## src/rtl/key_sched_pkg.sv

```systemverilog
// Shared constants, FSM state type and debounce period helper for the key scheduler.
package key_sched_pkg;

  localparam int EVT_PRESS_BIT = 7;
  localparam int EVT_IDX_MSB   = 3;

  typedef enum logic [0:0] {
    IDLE = 1'b0,
    SEND = 1'b1
  } state_e;

  // Number of clock cycles per debounce sample period.
  function automatic int deb_cycles_f(input int clk_freq, input int debounce_us);
    return clk_freq / 1000000 * debounce_us;
  endfunction

endpackage

```

## src/rtl/key_scheduler_if.sv

```systemverilog
// Event byte stream with valid/ready handshake.
interface key_scheduler_if;
  logic [7:0] evt_data;
  logic       evt_valid;
  logic       evt_ready;

  modport master (output evt_data, output evt_valid, input evt_ready);
  modport slave  (input evt_data, input evt_valid, output evt_ready);
endinterface

```

## src/rtl/key_scheduler_debounce.sv

```systemverilog
// Two-flop synchroniser plus tick-sampled debouncer for all key inputs.
module key_debounce #(
  parameter int NUM_KEYS   = 13,
  parameter int DEB_CYCLES = 50000
) (
  input  logic                clk,
  input  logic                rst,
  input  logic [NUM_KEYS-1:0] keys_i,
  output logic [NUM_KEYS-1:0] stable_o
);

  localparam int CNT_W = (DEB_CYCLES > 2) ? $clog2(DEB_CYCLES) : 1;

  logic [NUM_KEYS-1:0] sync1_q, sync2_q, sample_q, stable_q;
  logic [CNT_W-1:0]    cnt_q;
  logic                tick;

  assign tick     = (cnt_q == CNT_W'(DEB_CYCLES - 1));
  assign stable_o = stable_q;

  // Metastability guard on the raw asynchronous levels.
  always_ff @(posedge clk or negedge rst) begin
    if (!rst) begin
      sync1_q <= '0;
      sync2_q <= '0;
    end else begin
      sync1_q <= keys_i;
      sync2_q <= sync1_q;
    end
  end

  // Free-running tick counter shared by all keys.
  always_ff @(posedge clk or negedge rst) begin
    if (!rst)      cnt_q <= '0;
    else if (tick) cnt_q <= '0;
    else           cnt_q <= cnt_q + 1'b1;
  end

  // On each tick, a key's stable level follows only if this sample matches the previous one.
  always_ff @(posedge clk or negedge rst) begin
    if (!rst) begin
      sample_q <= '0;
      stable_q <= '0;
    end else if (tick) begin
      sample_q <= sync2_q;
      for (int i = 0; i < NUM_KEYS; i++)
        if (sync2_q[i] == sample_q[i]) stable_q[i] <= sync2_q[i];
    end
  end

endmodule

```

## src/rtl/key_scheduler.sv

```systemverilog
// Debounced key events, round-robin arbitrated onto a byte stream, plus monophonic note output.
module key_scheduler
  import key_sched_pkg::*;
#(
  parameter int CLK_FREQ    = 50000000,
  parameter int DEBOUNCE_US = 1000,
  parameter int NUM_KEYS    = 13
) (
  input  logic                clk,
  input  logic                rst,
  input  logic [NUM_KEYS-1:0] keys,
  key_scheduler_if.master     evt,
  output logic                note_valid,
  output logic [3:0]          note_idx
);

  localparam int DEB_CYCLES = deb_cycles_f(CLK_FREQ, DEBOUNCE_US);

  logic [NUM_KEYS-1:0] stable, pending, reported_q;
  logic [3:0]          ptr_q, g_q, gnt;
  logic                gnt_vld;
  state_e              state_q;
  logic [7:0]          evt_data_q;
  logic                evt_valid_q;
  logic                note_valid_q;
  logic [3:0]          note_idx_q, note_idx_d;

  key_debounce #(.NUM_KEYS(NUM_KEYS), .DEB_CYCLES(DEB_CYCLES)) u_deb (
    .clk      (clk),
    .rst      (rst),
    .keys_i   (keys),
    .stable_o (stable)
  );

  // A key is pending while its debounced level differs from what was last sent.
  assign pending = stable ^ reported_q;

  // Round-robin search starting at ptr_q, wrapping at NUM_KEYS-1.
  always_comb begin
    gnt     = '0;
    gnt_vld = 1'b0;
    for (int k = 0; k < NUM_KEYS; k++) begin
      int j;
      j = int'(ptr_q) + k;
      if (j >= NUM_KEYS) j = j - NUM_KEYS;
      if (!gnt_vld && pending[j]) begin
        gnt     = 4'(j);
        gnt_vld = 1'b1;
      end
    end
  end

  // Event FSM: present one byte, hold it until accepted, then mark it reported.
  always_ff @(posedge clk or negedge rst) begin
    if (!rst) begin
      state_q     <= IDLE;
      evt_data_q  <= '0;
      evt_valid_q <= 1'b0;
      g_q         <= '0;
      ptr_q       <= '0;
      reported_q  <= '0;
    end else begin
      case (state_q)
        IDLE: if (gnt_vld) begin
          evt_data_q  <= {stable[gnt], 3'b000, gnt};
          g_q         <= gnt;
          evt_valid_q <= 1'b1;
          state_q     <= SEND;
        end
        SEND: if (evt.evt_ready) begin
          // Record what was actually sent; a later change re-raises pending.
          reported_q[g_q] <= evt_data_q[EVT_PRESS_BIT];
          ptr_q           <= (g_q == 4'(NUM_KEYS - 1)) ? 4'd0 : g_q + 4'd1;
          evt_valid_q     <= 1'b0;
          state_q         <= IDLE;
        end
        default: state_q <= IDLE;
      endcase
    end
  end

  assign evt.evt_data  = evt_data_q;
  assign evt.evt_valid = evt_valid_q;

  // Highest-index held key wins.
  always_comb begin
    note_idx_d = '0;
    for (int i = 0; i < NUM_KEYS; i++)
      if (stable[i]) note_idx_d = 4'(i);
  end

  // Register the note outputs.
  always_ff @(posedge clk or negedge rst) begin
    if (!rst) begin
      note_valid_q <= 1'b0;
      note_idx_q   <= '0;
    end else begin
      note_valid_q <= |stable;
      note_idx_q   <= note_idx_d;
    end
  end

  assign note_valid = note_valid_q;
  assign note_idx   = note_idx_q;

endmodule
```

## src/flat_wrapper.sv

```systemverilog
// flat-port wrapper written by rule: the top's interface ports become plain ports
module key_scheduler_flat import key_sched_pkg::*;
#(
  parameter int CLK_FREQ    = 50000000,
  parameter int DEBOUNCE_US = 1000,
  parameter int NUM_KEYS    = 13
)
  (clk, rst, keys, note_valid, note_idx, evt_evt_data, evt_evt_valid, evt_evt_ready);
  key_scheduler_if evt_i ();
  input  logic clk;
  input  logic rst;
  input  logic [NUM_KEYS-1:0] keys;
  output logic note_valid;
  output logic [3:0] note_idx;
  output wire logic [$bits(evt_i.evt_data)-1:0] evt_evt_data;
  output wire logic [$bits(evt_i.evt_valid)-1:0] evt_evt_valid;
  input wire logic [$bits(evt_i.evt_ready)-1:0] evt_evt_ready;
  assign evt_evt_data = evt_i.evt_data;
  assign evt_evt_valid = evt_i.evt_valid;
  assign evt_i.evt_ready = evt_evt_ready;
  key_scheduler #(.CLK_FREQ(CLK_FREQ), .DEBOUNCE_US(DEBOUNCE_US), .NUM_KEYS(NUM_KEYS)) u_core (.clk(clk), .rst(rst), .keys(keys), .evt(evt_i), .note_valid(note_valid), .note_idx(note_idx));
endmodule
```

## config.mk

```make
export PLATFORM = sky130hd
export DESIGN_NAME = key_scheduler_flat
export DESIGN_NICKNAME = d
export VERILOG_FILES = /design/src/rtl/key_sched_pkg.sv /design/src/rtl/key_scheduler_if.sv /design/src/rtl/key_scheduler_debounce.sv /design/src/rtl/key_scheduler.sv /design/src/flat_wrapper.sv
export SDC_FILE = /design/constraint.sdc
export NUM_CORES = 1
export LEC_CHECK = 0
export ABC_AREA = 1
export CAP_MARGIN = 30
export CORE_UTILIZATION = 40
export CTS_CLUSTER_DIAMETER = 150
export DETAILED_ROUTE_END_ITERATION = 10
export SETUP_SLACK_MARGIN = 0.1
export SYNTH_ARGS = -nofsm -noshare
export SYNTH_HDL_FRONTEND = slang
export SYNTH_HIERARCHICAL = 1
export SYNTH_SLANG_ARGS = --single-unit
```

## constraint.sdc

```tcl
create_clock -name clk -period 4.3 [get_ports clk]
set_input_delay 1.075 -clock clk [delete_from_list [all_inputs] [get_ports clk]]
set_output_delay 1.075 -clock clk [all_outputs]
set_load 0.05 [all_outputs]
```

==> results of run 1 <==
cell type report:
class                           count  area share
Multi-Input combinational cell    963       0.546
Sequential cell                    97       0.250
Timing Repair Buffer               84      0.0715
Inverter                          169      0.0661
Tap cell                          270      0.0348
Clock buffer                        9      0.0232
Clock inverter                      7     0.00812
worst max-delay path, delay by kind of cell, from the launching register on:
family,cells,cell delay (ns)
adder cells (fa/ha/maj),1,0.25
AND/OR/NAND/NOR,12,1.25
AO/OA/AOI/OAI,6,1.14
buffers and inverters,5,0.74
flip-flops,1,0.46
worst max path at each step:
| stage | to | startpoint | cells after the start | slack (ns) |
|---|---|---|---|---|
| 3_3_place_gp | u_core/evt.evt_data[7] | u_core/ptr_q[1] | 27 | 0.12 |
| 6_report | u_core/evt.evt_data[7] | u_core/ptr_q[0] | 24 | 0.33 |
| 4_1_cts | u_core/evt.evt_data[7] | u_core/ptr_q[1] | 27 | 0.12 |
| 2_1_floorplan | u_core/evt.evt_data[7] | u_core/ptr_q[0] | 28 | 0.38 |
| 3_5_place_dp | u_core/evt.evt_data[7] | u_core/ptr_q[2] | 30 | 0.11 |
| 5_1_grt | u_core/evt.evt_data[7] | u_core/ptr_q[0] | 26 | 0.06 |
logic make-up (layout without fill, tap and decap cells):
logic type | Yosys count | in the layout | synth area share
AND/OR/NAND/NOR | 691 | 693 | 0.384
AO/OA/AOI/OAI | 203 | 204 | 0.145
buffers and inverters | 190 | 269 | 0.0953
flip-flops | 97 | 97 | 0.294
XOR/XNOR | 37 | 37 | 0.0420
adder cells (fa/ha/maj) | 26 | 26 | 0.0394
other | 1 | 3 | 0.000454
layer usage:
metal | wire (um) | GRT usage
met5 | 0 | 0
met4 | 796 | 0.0942
met3 | 1970 | 0.0433
met2 | 11700 | 0.384
met1 | 11500 | 0.337
what timing repair did:
item                                    4_1_cts  5_1_grt
gates cloned                                  0        3
endpoints found under the setup margin        1        6
endpoints found under the hold margin         0        0
buffers inserted                              0       10
resized for setup                             1       62
pin swaps                                     0        9
synthesized netlist by cell type, types with 5 or more instances:
cell,n
a21oi_1,58
a31oi_1,16
and2_1,14
buf_2,7
buf_4,8
dfrtp_1,97
ha_1,26
inv_1,155
inv_2,12
nand2_1,352
nand2_2,9
nand3_1,131
nand3_2,19
nand4_1,20
nor2_1,114
nor3_1,9
o211ai_1,30
o21ai_0,61
o21ai_1,14
o22ai_1,5
xnor2_1,16
xor2_1,18
flip-flops by register name (all words and copies together) (netlist names):
name / count
u_core/u_deb/stable_o: 13
u_core/reported_q: 13
u_core/u_deb/cnt_q: 16
u_core/state_q: 1
u_core/evt.evt_data: 2
u_core/u_deb/sync2_q: 13
u_core/ptr_q: 4
u_core/note_valid: 1
u_core/u_deb/sync1_q: 13
u_core/note_idx: 4
u_core/u_deb/sample_q: 13
u_core/evt.evt_valid: 1
u_core/g_q: 3
metrics by stage:
| step | setup WS [ns] | area (um^2) | util | hold slack [ns] |
|---|---|---|---|---|
| 3_5_place_dp | 0.108 | 9080 | 0.449 | 0.336 |
| 6_report | 0.330 | 9710 | 0.480 | 0.349 |
| 3_3_place_gp | 0.119 | 9080 | 0.449 | 0.333 |
| 4_1_cts | 0.121 | 9380 | 0.464 | 0.353 |
| 5_1_grt | 0.0630 | 9710 | 0.480 | 0.356 |
| 2_1_floorplan | 0.383 | 8270 | - | 0.331 |
==> impl_metrics.csv, run 1 <==
group,metric,value,unit
sta,fin_skew,0.0161,ns
grt,grt_antenna_before_repair,0,
layout,num_antenna_cells,0,
floorplanning,die-area,0.0212,mm^2
routing,postRouteAntennaNets,0,
floorplanning,ios,30,
clock_tree,cts_hold_buf,0,
floorplanning,die_y,146,um
placed_design,dp.cells,1570,
yosys,syn_inst,1245,
layout,nets,1366,
sta,hold_viol,0,
clock_tree,cts_max_level,3,
yosys,synth_edf_count,0,
clock_tree,clk_latency,0.35,ns
yosys,synth_flop_cell,"dfrtp_1",
setup_path,cp_max_fo,14,
sta,rsz0062_at_grt,"no",
clock_tree,path_clk_slew,0.08,ns
grt,track_usage,0.245,
setup_path,path_cells,"inv_2 > buf_4 > ha_1 > nand2_1 > a31oi_2 > inv_2 > o21ai_2 > inv_1 > o211ai_1 > nand3_1 > nand3_1 > nand2_1 > inv_2 > nor2_4 > nand2_1 > o31ai_1 > o21ai_0 > nand2_1 > nor2_1 > nand4_1 > nand3_1 > nand2_1 > a21oi_1 > nand2_1",
placed_design,post-dp-hpwl,19900,um
yosys,synth_largest_area_cell,"dfrtp_1",
routing,vias_per_cell,5.36,
sta,period_share,0.923,
floorplanning,die_x,146,um
placed_design,port-buffer-count,26,
hold_path,hold_end,"u_core/u_deb/sync2_q[8]",
setup_path,arrival,4.21,ns
hold_path,holdPathStages,0,
yosys,synth_cell_types,51,
floorplanning,row_count,52,
floorplanning,core_area,0.0202,mm^2
setup_path,required,4.54,ns
setup_path,r2r-start,"u_core/ptr_q[0]",
yosys,ys_seq_elements,97,
layout,nFillCells,2033,
routing,wl_per_cell,16.3,um
layout,syn2layout_area_growth,17.5,%
yosys,ys_warn_count,6,
layout,multiInputGateArea,0.00530,mm^2
flow_run,maxCapViolations,0,
layout,final_layout_size_suffix_gt1_frac,0.141,
routing,dr.pass1.iters,5,
clock_tree,cts_sinks,97,
grt,grt_overflow,0,
routing,finalWirelength,26000,um
layout,layout.cells.non_filler,1599,
setup_path,slowest_stage,"dfrtp_2",
grt,grt_pass1_wl,41200,um
yosys,synth-seq-area-share,0.294,
yosys,synth_top_area_share,0.294,
layout,seq_area,0.00243,mm^2
setup_path,reg2reg_to,"u_core/evt.evt_data[7]",
sta,finalSetupViolCount,0,
outcome,run_status,"finished, final reports clean",
placed_design,place.gp.congestion,0.963,
grt,grt_max_degree,48,
setup_path,worstSetupStartpointType,"flip-flop",
yosys,avgSynthCellArea,6.63,um^2
yosys,synth.cell_area,0.00826,mm^2
setup_path,reg2regPathDepth,24,
sta,slew_headroom,0.516,
setup_path,critPathCaptureType,"flip-flop",
hold_path,hold_class,"reg2reg",
routing,drtIter0Drc,907,
hold_path,min_from,"u_core/u_deb/sync1_q[8]",
clock_tree,cts_tree,"built",
layout,final_cell_mix,"340 x nand2_1, 152 x inv_1, 126 x nand3_1, 112 x nor2_1, 95 x dfrtp_1",
clock_tree,cts_max_path_buffers,2,
grt,grt_pass1_vias,7829,
setup_path,slowest_delay,0.46,ns
sta,max_freq,0.252,GHz
setup_path,r2r_slack,0.33,ns
sta,worstMarginPinSlew,0.721,ns
sta,layout_min_cycle_time,3.97,ns
yosys,async_flop_share,1.00,
routing,drc_errors,0,
setup_path,crit_type,"reg2reg",
floorplanning,start_util,0.408,
clock_tree,numCtsBuffers,9,
sta,drv_slew,0,
layout,layout_commonest_cell,"nand2_1",
clock_tree,cts_root_buffer,"clkbuf_16",
yosys,synthTopCellsByArea,"dfrtp_1 29%, nand2_1 16%, nand3_1 7.9%",
routing,num_vias,8566,
setup_path,cpMostUsedCell,"nand2_1",
sta,setup-tns-final,0,ns
Power of run 1 is left out: the tool's default activity adds up to more than one toggle a clock period on the data nets, which glitch-free logic cannot reach.
==> run 2, diff against run 1 <==
--- a/config.mk
+++ b/config.mk
@@ -10,5 +10,6 @@
 export CORE_UTILIZATION = 40
-export CTS_CLUSTER_DIAMETER = 150
+export CTS_CLUSTER_DIAMETER = 120
 export DETAILED_ROUTE_END_ITERATION = 10
 export SETUP_SLACK_MARGIN = 0.1
+export SKIP_LAST_GASP = 1
 export SYNTH_ARGS = -nofsm -noshare
==> constraint.sdc (replaced) <==
create_clock -name clk -period 4.3 [get_ports clk]
set_input_delay 0.86 -clock clk [delete_from_list [all_inputs] [get_ports clk]]
set_output_delay 0.86 -clock clk [all_outputs]
set_load 0.05 [all_outputs]
==> run 2 against run 1 <==
Worst hold slack better by 0.0027 ns. First-iteration DRC count is 6.2% lower. Clock skew about the same. Wire length increased by 1.6%. Via count is 1.2% higher. Flip-flop and latch count is the same. Non-clock buffer count increased by 4. Cell area grew 0.44%. Critical path depth is 1 higher. Sequential share of layout area decreased by 0.11 points. Register-to-register slack got worse by 0.05 ns. Clock-buffer cell count stayed put. Highest routed layer unchanged.
==> impl_metrics.csv, run 2 (same netlist as run 1, synthesis figures left out) <==
group,metric,value,unit
outcome,run_status,"finished, final reports clean",
sta,slew_headroom,0.413,
grt,grt_pass1_wl,41700,um
routing,finalWirelength,26400,um
sta,max_freq,0.249,GHz
routing,dr.pass1.iters,6,
floorplanning,die-area,0.0212,mm^2
routing,num_vias,8667,
layout,layout_commonest_cell,"nand2_1",
layout,multiInputGateArea,0.00531,mm^2
floorplanning,die_y,146,um
floorplanning,ios,30,
clock_tree,cts_max_level,3,
sta,layout_min_cycle_time,4.02,ns
routing,drtIter0Drc,851,
clock_tree,path_clk_slew,0.08,ns
grt,grt_pass1_vias,7845,
layout,largest_register_ffs,16,
sta,whs,0.351,ns
layout,num_antenna_cells,0,
hold_path,holdPathStages,0,
clock_tree,cts_max_path_buffers,2,
clock_tree,cts_tree,"built",
setup_path,reg2reg_to,"u_core/evt.evt_data[7]",
hold_path,hold_class,"reg2reg",
layout,seq_area,0.00243,mm^2
grt,grt_overflow,0,
clock_tree,clk_latency,0.36,ns
floorplanning,core_area,0.0202,mm^2
setup_path,r2r-start,"u_core/ptr_q[1]",
placed_design,place_ws,0.0499,ns
layout,final_cell_area,0.00975,mm^2
setup_path,worstSetupStartpointType,"flip-flop",
clock_tree,cts_sinks,97,
routing,drc_errors,0,
layout,final_cell_mix,"340 x nand2_1, 153 x inv_1, 127 x nand3_1, 112 x nor2_1, 95 x dfrtp_1",
floorplanning,start_util,0.408,
placed_design,place_area,0.00906,mm^2
placed_design,port-buffer-count,26,
setup_path,arrival,4.27,ns
sta,fin_ws,0.277,ns
sta,hold_viol,0,
flow_run,maxCapViolations,0,
setup_path,r2r_slack,0.28,ns
clock_tree,cts_root_buffer,"clkbuf_16",
layout,syn2layout_area_growth,18.0,%
grt,grt_max_degree,74,
setup_path,critPathCaptureType,"flip-flop",
setup_path,crit_type,"reg2reg",
layout,nets,1369,
sta,period_share,0.935,
floorplanning,row_count,52,
floorplanning,die_x,146,um
routing,wl_per_cell,16.5,um
sta,rsz0062_at_grt,"yes",
sta,fin_skew,0.0156,ns
grt,track_usage,0.248,
routing,vias_per_cell,5.41,
setup_path,required,4.54,ns
grt,grt_antenna_before_repair,0,
sta,finalSetupViolCount,0,
hold_path,hold_end,"u_core/u_deb/sync2_q[2]",
setup_path,reg2regPathDepth,25,
layout,nFillCells,1994,
placed_design,post-dp-hpwl,19800,um
hold_path,min_from,"u_core/u_deb/sync1_q[2]",
clock_tree,numCtsBuffers,9,
setup_path,cp_max_fo,10,
placed_design,place.gp.congestion,1.05,
layout,top_register,"u_core/u_deb/cnt_q",
layout,final_layout_size_suffix_gt1_frac,0.141,
sta,drv_slew,0,
routing,postRouteAntennaNets,0,
sta,worstMarginPinSlew,0.880,ns
[run 2: layout make-up]
type,count,area share
multi-input cells,962,0.544
flip-flops and latches,97,0.249
repair buffers,88,0.0747
inverters,169,0.0656
well taps,270,0.0346
clock buffers,9,0.0231
clock inverters,7,0.00834
[run 2: worst max path at each step]
stage,start,end,depth (start not counted)
final,u_core/ptr_q[1],u_core/evt.evt_data[7],25
after CTS,u_core/ptr_q[1],u_core/evt.evt_data[7],27
after detailed placement,u_core/ptr_q[2],u_core/evt.evt_data[7],24
after floorplan,u_core/ptr_q[0],u_core/evt.evt_data[7],28
after global routing,u_core/ptr_q[1],u_core/evt.evt_data[7],27
after global placement,u_core/ptr_q[2],u_core/evt.evt_data[7],23
[run 2: routing by layer]
layer,share of wire,wire (um),GRT usage,vias up
met4,0.035,937,0.102,0
met5,0,0,0,-
met1,0.45,12000,0.345,4034
met2,0.44,11700,0.383,325
li1,-,-,-,4233
met3,0.071,1870,0.0414,75
[run 2: metrics by stage]
step | TNS [ns] | util | instances
global placement | 0 | 0.448 | 1568
finish | 0 | 0.482 | 1602
detailed placement | 0 | 0.448 | 1568
global route | -0.0477 | 0.482 | 1602
CTS | 0 | 0.464 | 1584
floorplan | 0 | - | 1247
[run 2: timing repair]
item                                    in CTS  in global routing
hold buffers                                 0                  0
gates resized for setup                      4                 57
cloned                                       0                  2
endpoints found under the setup margin       2                  5
pin swaps                                    0                  9
buffers inserted                             0                 16
[run 2: worst max-delay path, stage by stage (launching register included)]
cell and delay (ns):
dfrtp_1 0.39, buf_8 0.16, ha_2 0.23, nand2_1 0.15
nand2_1 0.10, nand2_2 0.13, o21bai_4 0.26, nand2_1 0.13
xor2_2 0.18, buf_4 0.14, nand3_2 0.10, nand3_4 0.11
nor2_8 0.19, nand4_4 0.14, nor2_4 0.19, nand4_4 0.15
nor3_4 0.28, nand2_1 0.11, inv_2 0.08, nand2_1 0.08
nand3_1 0.15, nand2_1 0.07, nor2_1 0.13, nor2_1 0.05
a21oi_1 0.14, nand2_1 0.07
Power of run 2 is left out for the same reason.
